### config.mk
export PLATFORM = sky130hd
export DESIGN_NAME = skid_reg
export DESIGN_NICKNAME = d
export VERILOG_FILES = /design/src/rtl/skid_reg.sv
export SDC_FILE = /design/constraint.sdc
export NUM_CORES = 1
export LEC_CHECK = 0
export CAP_MARGIN = 20
export CORE_MARGIN = 2
export CORE_UTILIZATION = 40
export CTS_BUF_LIST = sky130_fd_sc_hd__clkbuf_8
export DETAILED_ROUTE_END_ITERATION = 8
export PLACE_DENSITY = 0.74
export SLEW_MARGIN = 20
export SYNTH_ARGS = -nofsm -noshare
export SYNTH_HDL_FRONTEND = slang
export SYNTH_SLANG_ARGS = --single-unit
### constraint.sdc
create_clock -name clk -period 2.35 [get_ports clk]
set_clock_uncertainty 0.2 [all_clocks]
set_input_delay 0.47 -clock clk [delete_from_list [all_inputs] [get_ports clk]]
set_output_delay 0.47 -clock clk [all_outputs]
set_load 0.01 [all_outputs]
### src/rtl/skid_reg.sv
// Two-entry valid/ready pipeline register: main entry drives the output, skid entry absorbs one stalled beat.
// Latency: one cycle in to out, full throughput. Backpressure: in_ready comes from registered state only.
// Optional synchronous pipeline flush is compiled in with `define SKID_REG_FLUSH_EN.
module skid_reg #(
  parameter int unsigned           WIDTH     = 32,
  parameter logic [WIDTH-1:0]      RESET_VAL = '0
) (
  input  logic             clk,
  input  logic             clr,
  input  logic             in_valid,
  output logic             in_ready,
  input  logic [WIDTH-1:0] in_data,
  output logic             out_valid,
  input  logic             out_ready,
  output logic [WIDTH-1:0] out_data,
`ifdef SKID_REG_FLUSH_EN
  input  logic             flush,
`endif
  output logic [1:0]       count
);

  typedef enum logic [1:0] {
    EMPTY = 2'd0,
    ONE   = 2'd1,
    FULL  = 2'd2
  } state_t;

  logic             main_v, skid_v;
  logic [WIDTH-1:0] main_data, skid_data;
  logic             main_v_n, skid_v_n;
  logic [WIDTH-1:0] main_data_n, skid_data_n;
  logic             acc_in, acc_out;
  state_t           state;

`ifdef SKID_REG_FLUSH_EN
  assign in_ready = !skid_v && !clr && !flush;
`else
  assign in_ready = !skid_v && !clr;
`endif
  assign out_valid = main_v;
  assign out_data  = main_data;
  assign count     = 2'(main_v) + 2'(skid_v);
  assign acc_in    = in_valid && in_ready;
  assign acc_out   = main_v && out_ready;

  // The state is just a view of the two valid bits (skid_v implies main_v).
  always_comb begin
    state = EMPTY;
    if (skid_v)      state = FULL;
    else if (main_v) state = ONE;
  end

  always_comb begin
    main_v_n    = main_v;
    skid_v_n    = skid_v;
    main_data_n = main_data;
    skid_data_n = skid_data;
    case (state)
      EMPTY: begin
        if (acc_in) begin
          main_data_n = in_data;
          main_v_n    = 1'b1;
        end
      end
      ONE: begin
        if (acc_in && acc_out) begin
          main_data_n = in_data;
        end else if (acc_in) begin
          skid_data_n = in_data;
          skid_v_n    = 1'b1;
        end else if (acc_out) begin
          main_v_n = 1'b0;
        end
      end
      FULL: begin
        if (acc_out) begin
          main_data_n = skid_data;
          skid_v_n    = 1'b0;
        end
      end
      default: ;
    endcase
`ifdef SKID_REG_FLUSH_EN
    // A same-edge delivery still counts, but nothing is reloaded.
    if (flush) begin
      main_v_n    = 1'b0;
      skid_v_n    = 1'b0;
      main_data_n = main_data;
      skid_data_n = skid_data;
    end
`endif
  end

  always_ff @(posedge clk or posedge clr) begin
    if (clr) begin
      main_v    <= 1'b0;
      skid_v    <= 1'b0;
      main_data <= RESET_VAL;
      skid_data <= RESET_VAL;
    end else begin
      main_v    <= main_v_n;
      skid_v    <= skid_v_n;
      main_data <= main_data_n;
      skid_data <= skid_data_n;
    end
  end

endmodule
=== Word level (Yosys, flattened, before mapping) ===
Cells that the tools add are included.

* Word-level logic and storage cells: 42
* Bits in latches: 0
* Memories: 0
* Output and inout port bits: 36
* Bits in writable memories: 0
* Memory bits (read-only): 0
* Register bits after elaboration: 66

* Multiplexer cells: 13
* Add/sub/neg operators: 1
* Reductions and logical operators: 14
* Multipliers: 0
* Equality and inequality tests: 9
* Shift operators: 0
* Order comparisons: 0
* Div/mod/pow operators: 0
* Bitwise gates (word level): 1

{| class="wikitable"
|+ Operators with widths
! cell !! count
|-
| $mux 32 || 3
|-
| $pmux 32 s3 || 1
|-
| $ne 2x2->1 const B || 7
|-
| $reduce_and 4->1 || 2
|-
| $mux 1 || 6
|-
| $reduce_and 5->1 || 1
|-
| $logic_and 1x1->1 || 4
|-
| $pmux 1 s2 || 2
|-
| $reduce_bool 2->1 || 2
|-
| $reduce_and 3->1 || 1
|-
| $reduce_bool 3->1 || 1
|-
| $add 1x1->2 || 1
|-
| $eq 2x1->1 const B || 1
|-
| $eq 2x2->1 const B || 1
|-
| $logic_not 1->1 || 2
|-
| $logic_not 2->1 || 1
|-
| $mux 2 || 1
|-
| $not 1->1 || 1
|}

=== Longest topological paths before layout ===
Gate-level depths: netlist of the first run.

* Depth in word-level cells: 6
* Depth in mapped cells: 7

=== Least setup slack after synthesis of the first run ===
OpenSTA, ideal clock, no wires.

* Path type: reg-to-reg
* Start point: register main_v (netlist: out_valid)
* End point: register main_data[11] (netlist: out_data[11])
* Buffers on the path: 2
* Data arrival time: 1.758 ns
* Cell stages (with the launch flop): 7
* Required time: 2.025 ns
* Slack: 0.267 ns
* Path through: dfrtp_1 ha_1 nand2b_1 buf_6 buf_6 mux2_2 mux2_4

* Cells in the longest elaborated chain, start to end: 5

{| class="wikitable"
|+ RTL lines
! element !! RTL line !! source
|-
| from (decl) || 28 || <nowiki>logic main_v, skid_v;</nowiki>
|-
| from (signal assigned) || 101 || <nowiki>main_v <= main_v_n;</nowiki>
|-
| $mux 1 || 50 || <nowiki>else if (main_v) state = ONE;</nowiki>
|-
| $mux 2 || 49 || <nowiki>if (skid_v) state = FULL;</nowiki>
|-
| $eq 2x1->1, or another cell as far along || 58 || <nowiki>case (state)</nowiki>
|-
| $ne 2x2->1 (no line) / $reduce_bool 3->1 (equally long branches) || - ||
|-
| $reduce_and 4->1 (no line) || - ||
|-
| to (signal assigned) || 103 || <nowiki>main_data <= main_data_n;</nowiki>
|-
| to (decl) || 29 || <nowiki>logic [WIDTH-1:0] main_data, skid_data;</nowiki>
|}

Parallel ways exist; a longest one is shown, timed or not.
A chain may end at the register's enable or synchronous reset.

=== Worst setup path in the final report of the first run ===
* Start point: register main_v (netlist: out_valid)
* End point: output count[0]

* Cells in the longest elaborated chain, start to end: 1

{| class="wikitable"
|+ RTL lines
! element !! RTL line !! source
|-
| $add 1x1->2 || 42 || <nowiki>assign count = 2'(main_v) + 2'(skid_v);</nowiki>
|-
| to (decl) || 19 || <nowiki>output logic [1:0] count</nowiki>
|}

No other way between the ends.

==> impl_metrics.yaml, run 1 <==
timing:
  fmax_ghz: 0.442
  min_period_ps: 2260
  tightestPinTransition_ps: 359
  slew_headroom_pct: 76.1
  hold_violations: 0
  fin_crit_sh_pct: 96.4
  slew_violations: 0
  tns_ps: 0
  rsz0062_at_grt: "false"
  setup_violations: 0
power:
  clkPwrFrac_pct: 17.1
  power.share.sequential_pct: 32.5
  p_int_w: 0.00405
  p_sw_w: 0.00164
  leakagePower_nw: 2.00
  combPwrFrac_pct: 50.4
  power.density_cell_area_nw_per_um2: 1330
  ir_worst_vdd_v: 0.000520
  switching_share_pct: 28.8
finish:
  syn_to_final_growth_pct: 34.7
  diodes: 0
  nets: 316
  nFillCells: 653
  regArea_um2: 1650
  finalNonFillerCells: 383
  multi_input_area_um2: 1400
  drive_above_1_share_pct: 45.2
global_route:
  grt.overflow.total: 0
  grt_pass1_vias: 1963
  grt_max_degree: 67
  grt_usage_pct: 15.3
  antenna_found_initial: 0
  grt_pass1_wl_um: 10200
clock_network:
  root_buffer: "clkbuf_8"
  cts_buffers: 9
  cts_tree: "done"
  htreeDepth: 3
  ctsLongestPathBuffers: 2
  clkSlewWorstSetupHoldPaths_ps: 70
  clock_sinks: 66
  clk_latency_ps: 330
placed_design:
  gp_congestion: 0.752
  dpl.hpwl_um: 4040
  portBuffers: 71
  dp_cells: 366
logic_synthesis:
  synth_cell_type_count: 19
  yosysWarnings: 0
  synth.avg_cell_area_um2: 16.4
  yosysSeqAreaShare_pct: 52.1
  ys_ff_latch: 66
  yosys.cell_count.top_type: "dfrtp_1"
  yosys.area.top_type: "dfrtp_1"
  synth_flop_cell: "dfrtp_1"
  synth_edf_count: 0
  synth_area_um2: 3170
  synth_nets: 232
  netlist_top_cells_count: "dfrtp_1 (66), mux2_2 (52), mux2_4 (43), buf_6 (10)"
  synth_cells: 193
  async_reset_ff_share_pct: 100
  ys_top_cells_by_area: "dfrtp_1 (52%), mux2_4 (20%), mux2_2 (18%), buf_6 (3.6%), ha_1 (1.2%)"
  yosysTopAreaCellShare_pct: 52.1
worst_setup_path:
  worstSetupEndpointType: "output pin"
  critPathArrivalTime_ps: 1590
  cpMaxStageDelayCell: "clkdlybuf4s50_1"
  path_buf_inv: 2
  cp_top_family: "buffers and inverters"
  startpoint_type: "flop"
  crit_fanout: 5
  slowest_delay_ps: 530
  critPathRequiredTime_ps: 1680
  path_class: "flop to output pin"
  path_cells: "inv_1, ha_1, clkdlybuf4s50_1"
status:
  outcome: "finished, final reports clean"
floorplan:
  chipWidth_um: 93.0
  initial_core_util_pct: 41.2
  fp-row-count: 32
  boundaryPins: 72
  fp.dieH_um: 93.0
  fp.coreArea_um2: 7690
  die_area_um2: 8650
route:
  drc: 0
  wl_met3_um: 317
  viasPerCell: 4.76
  vias: 1824
  routedWlPerCell_um: 15.7
  routed_wl_um: 6030
  routed.top_layer: "met4"
  met2_length_um: 2810
  met1_length_um: 2850
  drt-initial-drc-count: 41
  antenna_left: 0
  first_pass_iters: 4
min_path:
  hold_path_class: "flop to flop"
job:
  cap_violations: 0
layer usage:
metal | track usage [%] | up-vias
met2 | 23.7 | 48
met5 | 0 | -
met1 | 20.7 | 909
met3 | 5.56 | 7
li1 | - | 860
met4 | 3.68 | 0
flip-flops by register name, summed over array words and instances, names as in the netlist:
register,flops
out_data,32
out_valid,1
skid_data,32
skid_v,1
cell type report:
type                       count  share of cell area (%)
clock inverter                 3                   0.909
clock buffer                  12                    3.87
timing repair buffer          83                    20.5
sequential                    66                    38.7
inverter                       3                   0.264
tap                          102                    2.99
multi-input combinational    114                    32.7
through the flow:
stage          hold slack, ps  power, W  setup slack [ps]  util, %  area (µm²)
3_3_place_gp              273   0.00466               101     52.6        4050
6_report                  303   0.00569              85.4     55.5        4270
3_5_place_dp              290   0.00474              81.9     52.6        4050
2_1_floorplan             275   0.00382              25.2        -        3170
4_1_cts                   305   0.00576              12.3     55.3        4250
5_1_grt                   325   0.00606              21.6     55.5        4270
layout by cell type, fill, tap and decap left out, drive strengths merged:
master	count
nand2b	2
nand2	1
nor2	2
clkdlybuf4s50	71
buf	12
a21oi	2
dfrtp	66
mux2	96
ha	3
or2b	1
inv	4
o22ai	1
clkbuf	12
clkinv	1
o21a	1
nor3b	1
nand3	1
bufinv	1
a31oi	1
o21ai	1
o2bb2ai	1
cell families (layout without fill, tap and decap cells):
logic type / count (synthesis) / count (layout) / synth area share [%]
flip-flops: 66 / 66 / 52.1
AND/OR/NAND/NOR: 8 / 8 / 1.94
multiplexers: 96 / 96 / 39.2
buffers and inverters: 13 / 101 / 3.91
adder cells (fa/ha/maj): 3 / 3 / 1.18
AO/OA/AOI/OAI: 7 / 7 / 1.62
power by group through the flow:
stage               clock network, W  registers [W]  logic [W]
finish                      0.000973        0.00185    0.00287
global route                 0.00107        0.00191    0.00307
CTS                          0.00101        0.00186    0.00288
detailed placement                 0        0.00187    0.00287
global placement                   0        0.00186    0.00281
floorplan                          0        0.00194    0.00188
repair_timing:
action,4_1_cts,5_1_grt
buffers inserted,0,2
hold endpoints to repair,0,0
setup endpoints to repair,1,1
gates resized for setup,1,0
hold buffers,0,0
path summary, 6_finish.rpt:
| path | from | slack, ps | to | depth (start not counted) |
|---|---|---|---|---|
| hold reg to reg | out_data[12]$_DFFE_PP0P_ | 300 | out_data[12]$_DFFE_PP0P_ | 1 |
| max in group asynchronous | clr | 1240 | out_valid$_DFFE_PP0P_ | 3 |
| min in group asynchronous | clr | 380 | skid_v$_DFFE_PP0P_ | 3 |
| hold / removal | out_data[12]$_DFFE_PP0P_ | 300 | out_data[12]$_DFFE_PP0P_ | 1 |
| setup reg to reg | skid_v$_DFFE_PP0P_ | 210 | out_data[23]$_DFFE_PP0P_ | 6 |
| setup / recovery | out_valid$_DFFE_PP0P_ | 90 | count[0] | 3 |
Note: power is estimated with default switching activity, not from simulation.
==> run 2: changes to the inputs <==
--- a/config.mk
+++ b/config.mk
@@ -10,7 +10,8 @@
 export CORE_UTILIZATION = 40
 export CTS_BUF_LIST = sky130_fd_sc_hd__clkbuf_8
 export DETAILED_ROUTE_END_ITERATION = 8
-export PLACE_DENSITY = 0.74
+export DONT_BUFFER_PORTS = 1
+export PLACE_DENSITY = 0.61
 export SLEW_MARGIN = 20
 export SYNTH_ARGS = -nofsm -noshare
 export SYNTH_HDL_FRONTEND = slang
==> impl_metrics.yaml, run 2 (synthesized netlist as in run 1, its figures left out) <==
status:
  outcome: "finished, final reports clean"
worst_setup_path:
  r2r-end: "out_data[12]$_DFFE_PP0P_"
  crit_fanout: 15
  path_class: "flop to flop"
  reg2reg_from: "skid_v$_DFFE_PP0P_"
  r2r_setup_slack_ps: 150
  critPathRequiredTime_ps: 2360
  rr_worst_depth: 6
  startpoint_type: "flop"
  worstSetupEndpointType: "flop"
  critPathArrivalTime_ps: 2210
global_route:
  grt_usage_pct: 14.0
  grt.overflow.total: 0
  antenna_found_initial: 0
  grt_pass1_wl_um: 9160
  grt_max_degree: 38
  grt_pass1_vias: 1746
clock_network:
  clk_latency_ps: 330
  clock_sinks: 66
  htreeDepth: 3
  cts_tree: "done"
  ctsLongestPathBuffers: 2
  root_buffer: "clkbuf_8"
  cts_buffers: 9
  clkSlewWorstSetupHoldPaths_ps: 70
  cts_setup_buffers: 0
timing:
  fmax_ghz: 0.455
  rsz0062_at_grt: "false"
  tightestPinTransition_ps: 672
  hold_violations: 0
  setup_violations: 0
  tns_ps: 0
  hold_ws_ps: 79.2
  fin_crit_sh_pct: 93.5
  min_period_ps: 2200
  slew_violations: 0
  slew_headroom_pct: 55.1
finish:
  diodes: 0
  multi_input_area_um2: 1400
  drive_above_1_share_pct: 59.1
  regArea_um2: 1650
  nets: 243
  syn_to_final_growth_pct: 10.6
  layout_commonest_cell: "dfrtp_1"
  nFillCells: 700
  final_cell_mix: "dfrtp_1 (66), mux2_2 (52), mux2_4 (43)"
floorplan:
  fp-row-count: 32
  fp.dieH_um: 93.0
  initial_core_util_pct: 41.2
  die_area_um2: 8650
  fp.coreArea_um2: 7690
  boundaryPins: 72
  chipWidth_um: 93.0
placed_design:
  dpl.hpwl_um: 3590
  portBuffers: 0
  gp_congestion: 0.701
route:
  drt-initial-drc-count: 42
  antenna_left: 0
  viasPerCell: 5.06
  routed_wl_um: 5560
  drc: 0
  first_pass_iters: 2
  vias: 1570
  routedWlPerCell_um: 17.9
power:
  ir_worst_vdd_v: 0.000517
  leakagePower_nw: 1.70
  power.density_cell_area_nw_per_um2: 1440
min_path:
  hold_start: "in_data[6]"
  hold_depth: 1
  hold_path_class: "input port to flop"
  hold_path_end: "skid_data[6]$_DFFE_PP0P_"
job:
  cap_violations: 0
[run 2: worst max-delay path, cell delays in order (launching register included)]
cell and delay [ps]:
dfrtp_1 370, inv_1 110, ha_1 300, nand2b_2 200
buf_4 250, mux2_2 350, mux2_1 290
[run 2: cell type report]
class | instances | area share (%)
clock buffer | 12 | 4.71
timing repair buffer | 10 | 3.28
multi-input combinational | 114 | 39.8
inverter | 3 | 0.321
sequential | 66 | 47.1
tap | 102 | 3.64
clock inverter | 3 | 1.11
[run 2: per-layer routing]
layer | vias up | wire length (µm) | share of wire, % | global-route usage (%)
met5 | - | 0 | 0 | 0
met4 | 0 | 93 | 1.7 | 5.88
met3 | 10 | 471 | 8.5 | 6.53
met2 | 55 | 2550 | 46 | 21.4
met1 | 796 | 2440 | 44 | 16.9
li1 | 709 | - | - | -
[run 2: worst max-delay path by stage]
| stage | startpoint | slack, ps | to | cells after the start |
|---|---|---|---|---|
| 5_1_grt | skid_v$_DFFE_PP0P_ | 10 | out_data[12]$_DFFE_PP0P_ | 6 |
| 2_1_floorplan | clr | 30 | out_data[0]$_DFFE_PP0P_ | 1 |
| 4_1_cts | skid_v$_DFFE_PP0P_ | 110 | out_data[12]$_DFFE_PP0P_ | 6 |
| 6_report | skid_v$_DFFE_PP0P_ | 150 | out_data[12]$_DFFE_PP0P_ | 6 |
| 3_5_place_dp | skid_v$_DFFE_PP0P_ | 120 | out_data[12]$_DFFE_PP0P_ | 6 |
| 3_3_place_gp | skid_v$_DFFE_PP0P_ | 210 | out_data[12]$_DFFE_PP0P_ | 6 |
[run 2: stage by stage]
step                      util (%)  total power (W)  area [µm²]  setup WS (ps)  std cells
after floorplan                  -          0.00382        3170           25.2        193
after global placement        42.8          0.00410        3290            214        294
after detailed placement      42.8          0.00414        3290            124        294
after CTS                     45.6          0.00515        3500            114        310
after global routing          45.6          0.00538        3500           10.0        310
final                         45.6          0.00505        3500            153        310
[run 2: where the power goes]
part           internal [W]  switching, W  total (W)
Clock              0.000566      0.000409   0.000975
Combinational       0.00135      0.000747    0.00210
Sequential          0.00160      0.000380    0.00198
[run 2: what timing repair did]
item                                    4_1_cts  5_1_grt
endpoints found under the setup margin        0        0
resized for setup                             0        0
hold buffers                                  1        0
hold endpoints to repair                     29        0
